## src/rtl/mux_7seg_scan_decoder.sv

```systemverilog
// Recovers the four BCD digits shown on a multiplexed, active-low 7-segment display.
// A digit is captured once its synchronized segment/enable pair has been stable long enough.
module mux_7seg_scan_decoder #(
  parameter int unsigned STABLE_CYCLES = 4
) (
  input  logic        clk,
  input  logic        rst_n,
  input  logic [6:0]  seg,
  input  logic [3:0]  digit_enable,
  output logic [15:0] digits_bcd,
  output logic [3:0]  digit_valid,
  output logic        frame_valid,
  output logic        pattern_err,
  output logic        enable_err
);

  localparam int unsigned SEG_W  = 7;
  localparam int unsigned EN_W   = 4;
  localparam int unsigned DIG_W  = 4;
  localparam int unsigned PAIR_W = SEG_W + EN_W;
  localparam int unsigned CNT_W  = 8;
  localparam int unsigned CODE_W = DIG_W + 1;

  localparam logic [CNT_W-1:0] CNT_MAX   = '1;
  localparam logic [CNT_W-1:0] STABLE    = CNT_W'(STABLE_CYCLES);
  localparam logic [EN_W-1:0]  MASK_FULL = '1;

  typedef enum logic [1:0] {
    IDLE,
    SETTLE,
    HELD
  } state_t;

  logic [SEG_W-1:0]          seg_s1, seg_s2;
  logic [EN_W-1:0]           en_s1, en_s2;
  logic [PAIR_W-1:0]         pair_c, pair_q;
  logic                      chg_q;
  logic [CNT_W-1:0]          count_q;
  logic [EN_W-1:0]           mask_q;
  state_t                    state_q, state_d;

  logic                      capture_c;
  logic [SEG_W-1:0]          held_seg;
  logic [EN_W-1:0]           held_en;
  logic                      en_idle;
  logic [CODE_W-1:0]         dec;
  logic [EN_W*DIG_W-1:0]     digits_d;
  logic [EN_W-1:0]           valid_d, mask_d;
  logic                      perr_d, eerr_d;

  // {error, code}: unknown patterns map to code E with the error bit set
  function automatic logic [CODE_W-1:0] decode(input logic [SEG_W-1:0] s);
    case (s)
      7'b1000000: decode = 5'h00;
      7'b1111001: decode = 5'h01;
      7'b0100100: decode = 5'h02;
      7'b0110000: decode = 5'h03;
      7'b0011001: decode = 5'h04;
      7'b0010010: decode = 5'h05;
      7'b0000010: decode = 5'h06;
      7'b1111000: decode = 5'h07;
      7'b0000000: decode = 5'h08;
      7'b0010000: decode = 5'h09;
      7'b1111111: decode = 5'h0F;
      default:    decode = 5'h1E;
    endcase
  endfunction

  assign pair_c   = {seg_s2, en_s2};
  assign held_seg = pair_q[PAIR_W-1:EN_W];
  assign held_en  = pair_q[EN_W-1:0];
  assign en_idle  = &held_en;

  // Synchronizers, previous-pair register and saturating stability counter
  always_ff @(posedge clk or negedge rst_n) begin
    if (!rst_n) begin
      seg_s1  <= '0;
      seg_s2  <= '0;
      en_s1   <= '0;
      en_s2   <= '0;
      pair_q  <= '0;
      chg_q   <= 1'b0;
      count_q <= '0;
    end else begin
      seg_s1  <= seg;
      seg_s2  <= seg_s1;
      en_s1   <= digit_enable;
      en_s2   <= en_s1;
      pair_q  <= pair_c;
      chg_q   <= (pair_c != pair_q);
      if (pair_c != pair_q) begin
        count_q <= CNT_W'(1);
      end else if (count_q != CNT_MAX) begin
        count_q <= count_q + CNT_W'(1);
      end
    end
  end

  always_ff @(posedge clk or negedge rst_n) begin
    if (!rst_n) begin
      state_q <= IDLE;
    end else begin
      state_q <= state_d;
    end
  end

  // chg_q rather than the counter marks a new pair, so the all-zero post-reset
  // contents of the synchronizers can never start a capture
  always_comb begin
    state_d   = state_q;
    capture_c = 1'b0;
    case (state_q)
      IDLE: begin
        if (chg_q && !en_idle) state_d = SETTLE;
      end
      SETTLE: begin
        if (en_idle) begin
          state_d = IDLE;
        end else if (count_q == STABLE) begin
          state_d   = HELD;
          capture_c = 1'b1;
        end
      end
      HELD: begin
        if (chg_q) state_d = en_idle ? IDLE : SETTLE;
      end
      default: state_d = IDLE;
    endcase
  end

  // Capture datapath; a full mask is cleared before this edge's capture is merged in
  always_comb begin
    digits_d = digits_bcd;
    valid_d  = digit_valid;
    mask_d   = (mask_q == MASK_FULL) ? '0 : mask_q;
    perr_d   = 1'b0;
    eerr_d   = 1'b0;
    dec      = decode(held_seg);
    if (capture_c) begin
      if ($onehot(~held_en)) begin
        for (int unsigned n = 0; n < EN_W; n++) begin
          if (!held_en[n]) begin
            digits_d[DIG_W*n +: DIG_W] = dec[DIG_W-1:0];
            valid_d[n]                 = 1'b1;
            mask_d[n]                  = 1'b1;
          end
        end
        perr_d = dec[CODE_W-1];
      end else begin
        eerr_d = 1'b1;
      end
    end
  end

  always_ff @(posedge clk or negedge rst_n) begin
    if (!rst_n) begin
      mask_q      <= '0;
      digits_bcd  <= '0;
      digit_valid <= '0;
      frame_valid <= 1'b0;
      pattern_err <= 1'b0;
      enable_err  <= 1'b0;
    end else begin
      mask_q      <= mask_d;
      digits_bcd  <= digits_d;
      digit_valid <= valid_d;
      frame_valid <= (mask_q == MASK_FULL);
      pattern_err <= perr_d;
      enable_err  <= eerr_d;
    end
  end

endmodule

```

## config.mk

```make
export PLATFORM = sky130hd
export DESIGN_NAME = mux_7seg_scan_decoder
export DESIGN_NICKNAME = d
export VERILOG_FILES = /design/src/rtl/mux_7seg_scan_decoder.sv
export SDC_FILE = /design/constraint.sdc
export NUM_CORES = 1
export LEC_CHECK = 0
export BUFFER_PORTS_ARGS = -buffer_cell sky130_fd_sc_hd__buf_2
export CELL_PAD_IN_SITES_DETAIL_PLACEMENT = 0
export CELL_PAD_IN_SITES_GLOBAL_PLACEMENT = 2
export CORE_MARGIN = 4
export CORE_UTILIZATION = 39
export DETAILED_ROUTE_END_ITERATION = 16
export PLACE_DENSITY = 0.77
export SLEW_MARGIN = 20
export SYNTH_ARGS = -nofsm -noshare
export SYNTH_HDL_FRONTEND = slang
export SYNTH_SLANG_ARGS = --single-unit
export TNS_END_PERCENT = 5
```

## constraint.sdc

```tcl
create_clock -name clk -period 3.58 [get_ports clk]
set_clock_uncertainty 0.1 [all_clocks]
set_input_delay 0.179 -clock clk [delete_from_list [all_inputs] [get_ports clk]]
set_output_delay 0.179 -clock clk [all_outputs]
set_load 0.02 [all_outputs]
```

---- After elaboration in Yosys (flattened, before gate mapping) ----
Cells that the tools add are included.
Widths: inputs -> output; s select.
operators by class
  bitwise operators ....................... 5
  multiplexer cells ....................... 23
  reduce and logical (&&, ||, !) cells .... 11
  add/subtract/negate cells ............... 4
  equal/unequal tests ..................... 20
operators with widths
  operator             count
  $pmux 5 s11          1
  $eq 7x7->1 const B   4
  $eq 7x5->1 const B   3
  $mux 8               2
  $reduce_and 3->1     5
  $eq 7x6->1 const B   2
  $mux 1               12
  $mux 4               3
  $ne 11x11->1         1
  $add 8x1->8 const B  1
  $eq 8x3->1 const B   1
  $mux 2               4
  $ne 8x8->1 const B   1
  $eq 7x2->1 const B   1
  $logic_not 7->1      1
  $pmux 2 s3           1
  $add 1x1->2          2
  $eq 4x4->1 const B   1
  $ne 2x2->1 const B   2
  $not 1->1            4
  $not 4->4            1
  $reduce_and 4->1     1
  $add 2x2->3          1
  $eq 3x1->1 const B   1
  other kinds (7)      7
storage, ports and cells
  input bits .............................. 13
  logic and storage cells ................. 83
  register bits after elaboration ......... 71
  output and inout bits ................... 23

---- Logic depth before layout (Yosys ltp) ----
  word-level depth ........................ 6
  gate-level depth with buffers ........... 9
  depth with buffers taken out ............ 9

---- Least setup slack after synthesis ----
No wires, ideal clock.
  path kind ............................... register to register
  start point ............................. register pair_q[0]
  end point ............................... register digits_bcd[0]
  required time ........................... 3.355 ns
  buffers on the path ..................... 0
  data arrival time ....................... 2.429 ns
  period minus slack after synthesis ...... 2.653 ns
  cell stages (with the launch flop) ...... 9
  slack ................................... 0.927 ns
  library setup time ...................... 0.125 ns
  cell sequence ........................... dfrtp_1 fa_1 inv_1 ha_1 ha_1 nor2_1 nand2_1 nor3_4 mux2_2
between the ends
  cells in the longest elaborated chain, start to end .. 5
  elaborated cells on any way between the ends .. 9
  those cells by class .................... 2 x add/sub; 1 x eq/ne; 2 x mux; 2 x bitwise; 2 x reduce/logical
RTL lines
  what                                 line  source
  start: declaration                   36    logic [PAIR_W-1:0] pair_c, pair_q;
  start signal: assignment             89    pair_q <= pair_c;
  $not 4->4                            140   if ($onehot(~held_en)) begin
  $add 1x1->2 (not written as such)    140
  $add 2x2->3 (not written as such)    140
  $eq 3x1->1                           140
  $reduce_and 3->1 (no source line) *  --
  end signal: assignment               165   digits_bcd <= digits_d;
  end: declaration                     10    output logic [15:0] digits_bcd,
Every way passes the cells marked *; elsewhere a longest branch is shown, timed or not.
A chain may end at the register's enable or synchronous reset.

---- Worst setup path after layout ----
  start point ............................. register pair_q[0]
  end point ............................... register digits_bcd[12]
Same word-level chain as after synthesis.

==> metrics.cfg <==
[outcome]
outcome=finished, final reports clean

[cts]
clk_pin_slew_worst_paths_ns=0.07
insertion_delay_ns=0.34
root_buffer=clkbuf_8
cts_tree=yes
ctsHtreeMaxLevel=3
post-cts-setup-buffer-count=0
cts.sinks=71
cts_buffers=9
cts.path.max_buffers=2

[yosys]
syn_avg_cell_area_um2=13.2
synthFlopType=dfrtp_1
synthDistinctLibCells=44
synth_area_mm2=0.00283
seq_area_frac_synth=0.628
synth_edf_count=0
yosysWarnings=0
syn_inst=215
ys_ff_latch=71
synth.area.top_cells=dfrtp_1, xor2_1, mux2_2, nor2_1, nor3_4
netlist.top_cell.by_area=dfrtp_1
synth_nets=234
synth-async-reset-ratio=1.00
synth_top_area_share=0.628

[worst_setup_path]
crit_fanout=8
r2r-start=pair_q[0]
slowest_stage=fa_1
max_stage_delay_ns=0.55
cp_top_family=adder cells
arrival_ns=2.97
crit_required_ns=3.70
crit_path_start_kind=flip-flop
path_cells=fa_1 -> inv_1 -> ha_1 -> ha_1 -> nor2_1 -> nand2_1 -> nor3_4 -> mux2_2
crit_buf_inv=1
end_kind=flip-flop
worst_r2r_path_depth=8
cp_common_cell=ha_1
r2r_end=digits_bcd[12]
rrSetupSlack_ns=0.73
critPathKind=reg2reg

[routing]
wl_per_cell_um=13.2
vias=1732
first_iter_violations=27
final_antenna_net_count=0
routed_wl_mm=4.88
viasPerCell=4.67
post-route-drc-count=0
drtPass1Iterations=3

[die]
num_rows=30
die_area_mm2=0.00868
start_util=0.410
core_area_mm2=0.00691
die_y_um=93.2
io_pins=36
die_w_um=93.2

[cells_and_area]
areaGrowthSynthToFinish_pct=20.5
layout.cells.non_filler=371
final_util=0.494
drive_above_1_share=0.276
fin_area_mm2=0.00341
diodes=0
final_nets=289

[hold_path]
hold_path.class=reg2reg
min-delay-start=seg_s1[5]
min_path_cells=0
min_to=seg_s2[5]

[timing]
max_freq_mhz=351
hold_viol_final=0
rsz0062_at_grt=no
finalSetupViolations=0
period_share=0.796
worst_pin_slew_ns=0.868
setup_tns_ns=0
min_period_ns=2.85
slew_violations=0
slew_headroom=0.417

[placed_design]
place_area_mm2=0.00311
placedCellCount=343
io_buffers=35
dp_hpwl_mm=3.46
place_congestion=0.727

[grt]
grt_use_total=0.129
grt-ovfl-total=0
grt_pass1_wl_mm=8.57
grt_max_degree=40
grt_pass1_vias=1730
antenna_found_initial=0

[power_and_ir_drop]
peakVddDrop_uv=352
p_leak_nw=1.67
p_per_area_mw_per_mm2=432

[run]
drv_cap=0

placed cells by master, fill, tap and decap left out, drive strengths merged:
master	netlist	final
a211o	1	1
a211oi	2	2
a21o	4	4
a21oi	11	11
a31oi	2	2
and2	1	1
and3	3	3
and3b	1	1
and4	1	1
buf	3	36
clkbuf	1	13
clkinv	0	2
clkinvlp	0	1
dfrtp	71	71
dlygate4sd3	0	12
fa	1	1
ha	5	5
inv	6	6
mux2	8	8
mux2i	3	3
nand2	9	9
nand2b	3	3
nand3	4	4
nand4	3	3
nor2	18	18
nor2b	1	1
nor3	15	15
nor3b	3	3
nor4	2	2
nor4b	4	4
nor4bb	3	3
o211a	1	1
o21ai	4	4
o31a	1	1
o31ai	1	1
or2	4	4
or3	1	1
xnor2	3	3
xor2	11	11
flip-flops by register name, indices dropped and copies added (netlist names), 4 cells and up:
signal	flops
digit_valid	4
seg_s1	7
en_s1	4
pair_q	11
mask_q	4
seg_s2	7
en_s2	4
count_q	8
digits_bcd	16
where the power goes:
| group | switching [mW] | leakage [nW] | internal, mW |
|---|---|---|---|
| Clock | 0.273 | 0.0894 | 0.287 |
| Sequential | 0.0200 | 0.900 | 0.821 |
| Combinational | 0.0415 | 0.678 | 0.0310 |
| Total | 0.334 | 1.67 | 1.14 |
cell usage after synthesis (all sizes together) (2+ instances only):
cell type,number
a211oi,2
a21o,4
a21oi,11
a31oi,2
and3,3
buf,3
dfrtp,71
ha,5
inv,6
mux2,8
mux2i,3
nand2,9
nand2b,3
nand3,4
nand4,3
nor2,18
nor3,15
nor3b,3
nor4,2
nor4b,4
nor4bb,3
o21ai,4
or2,4
xnor2,3
xor2,11
metal layers:
layer / global-route usage / vias to the layer above / share of wire / wire length [um]
met1: 0.175 / 829 / 0.49 / 2400
met4: 0.0403 / 0 / 0.012 / 61
met2: 0.183 / 39 / 0.44 / 2140
met3: 0.0611 / 8 / 0.057 / 279
met5: 0 / - / 0 / 0
li1: - / 856 / - / -
worst max-delay path by stage:
| stage | endpoint | startpoint | slack (ns) | cells after the start |
|---|---|---|---|---|
| after floorplan | digits_bcd[0] | pair_q[0] | 0.93 | 8 |
| after global placement | digits_bcd[10] | pair_q[0] | 0.78 | 8 |
| after detailed placement | digits_bcd[2] | pair_q[0] | 0.72 | 8 |
| after CTS | digits_bcd[0] | pair_q[0] | 0.71 | 8 |
| after global routing | digits_bcd[6] | pair_q[0] | 0.56 | 8 |
| final | digits_bcd[12] | pair_q[0] | 0.73 | 8 |
area by class of cell:
type / count / area (um2)
fill: 638 / 3500
sequential: 71 / 1780
multi-input combinational: 134 / 1010
timing repair buffer: 48 / 303
clock buffer: 13 / 159
tap: 96 / 120
inverter: 6 / 22.5
clock inverter: 3 / 17.5
per-stage QoR:
step                      total power, mW  worst slack (ns)  hold slack [ns]
final                                1.47             0.729            0.248
after global placement              0.921             0.777            0.186
after CTS                            1.50             0.707            0.250
after detailed placement            0.921             0.722            0.188
after global routing                 1.54             0.564            0.254
after floorplan                     0.888             0.927           -0.217
cells by family after synthesis:
kind of cell / Yosys count / synth area share
buf+inv: 10 / 0.0150
compound gates: 27 / 0.0628
fa+ha+maj: 6 / 0.0292
mux: 11 / 0.0424
simple gates: 76 / 0.179
xor+xnor: 14 / 0.0433
flops: 71 / 0.628
timing repair:
item,4_1_cts,5_1_grt
endpoints found under the hold margin,49,0
resized for setup,0,0
hold buffers,12,0
endpoints found under the setup margin,0,0
(Power assumes the default switching activity.)
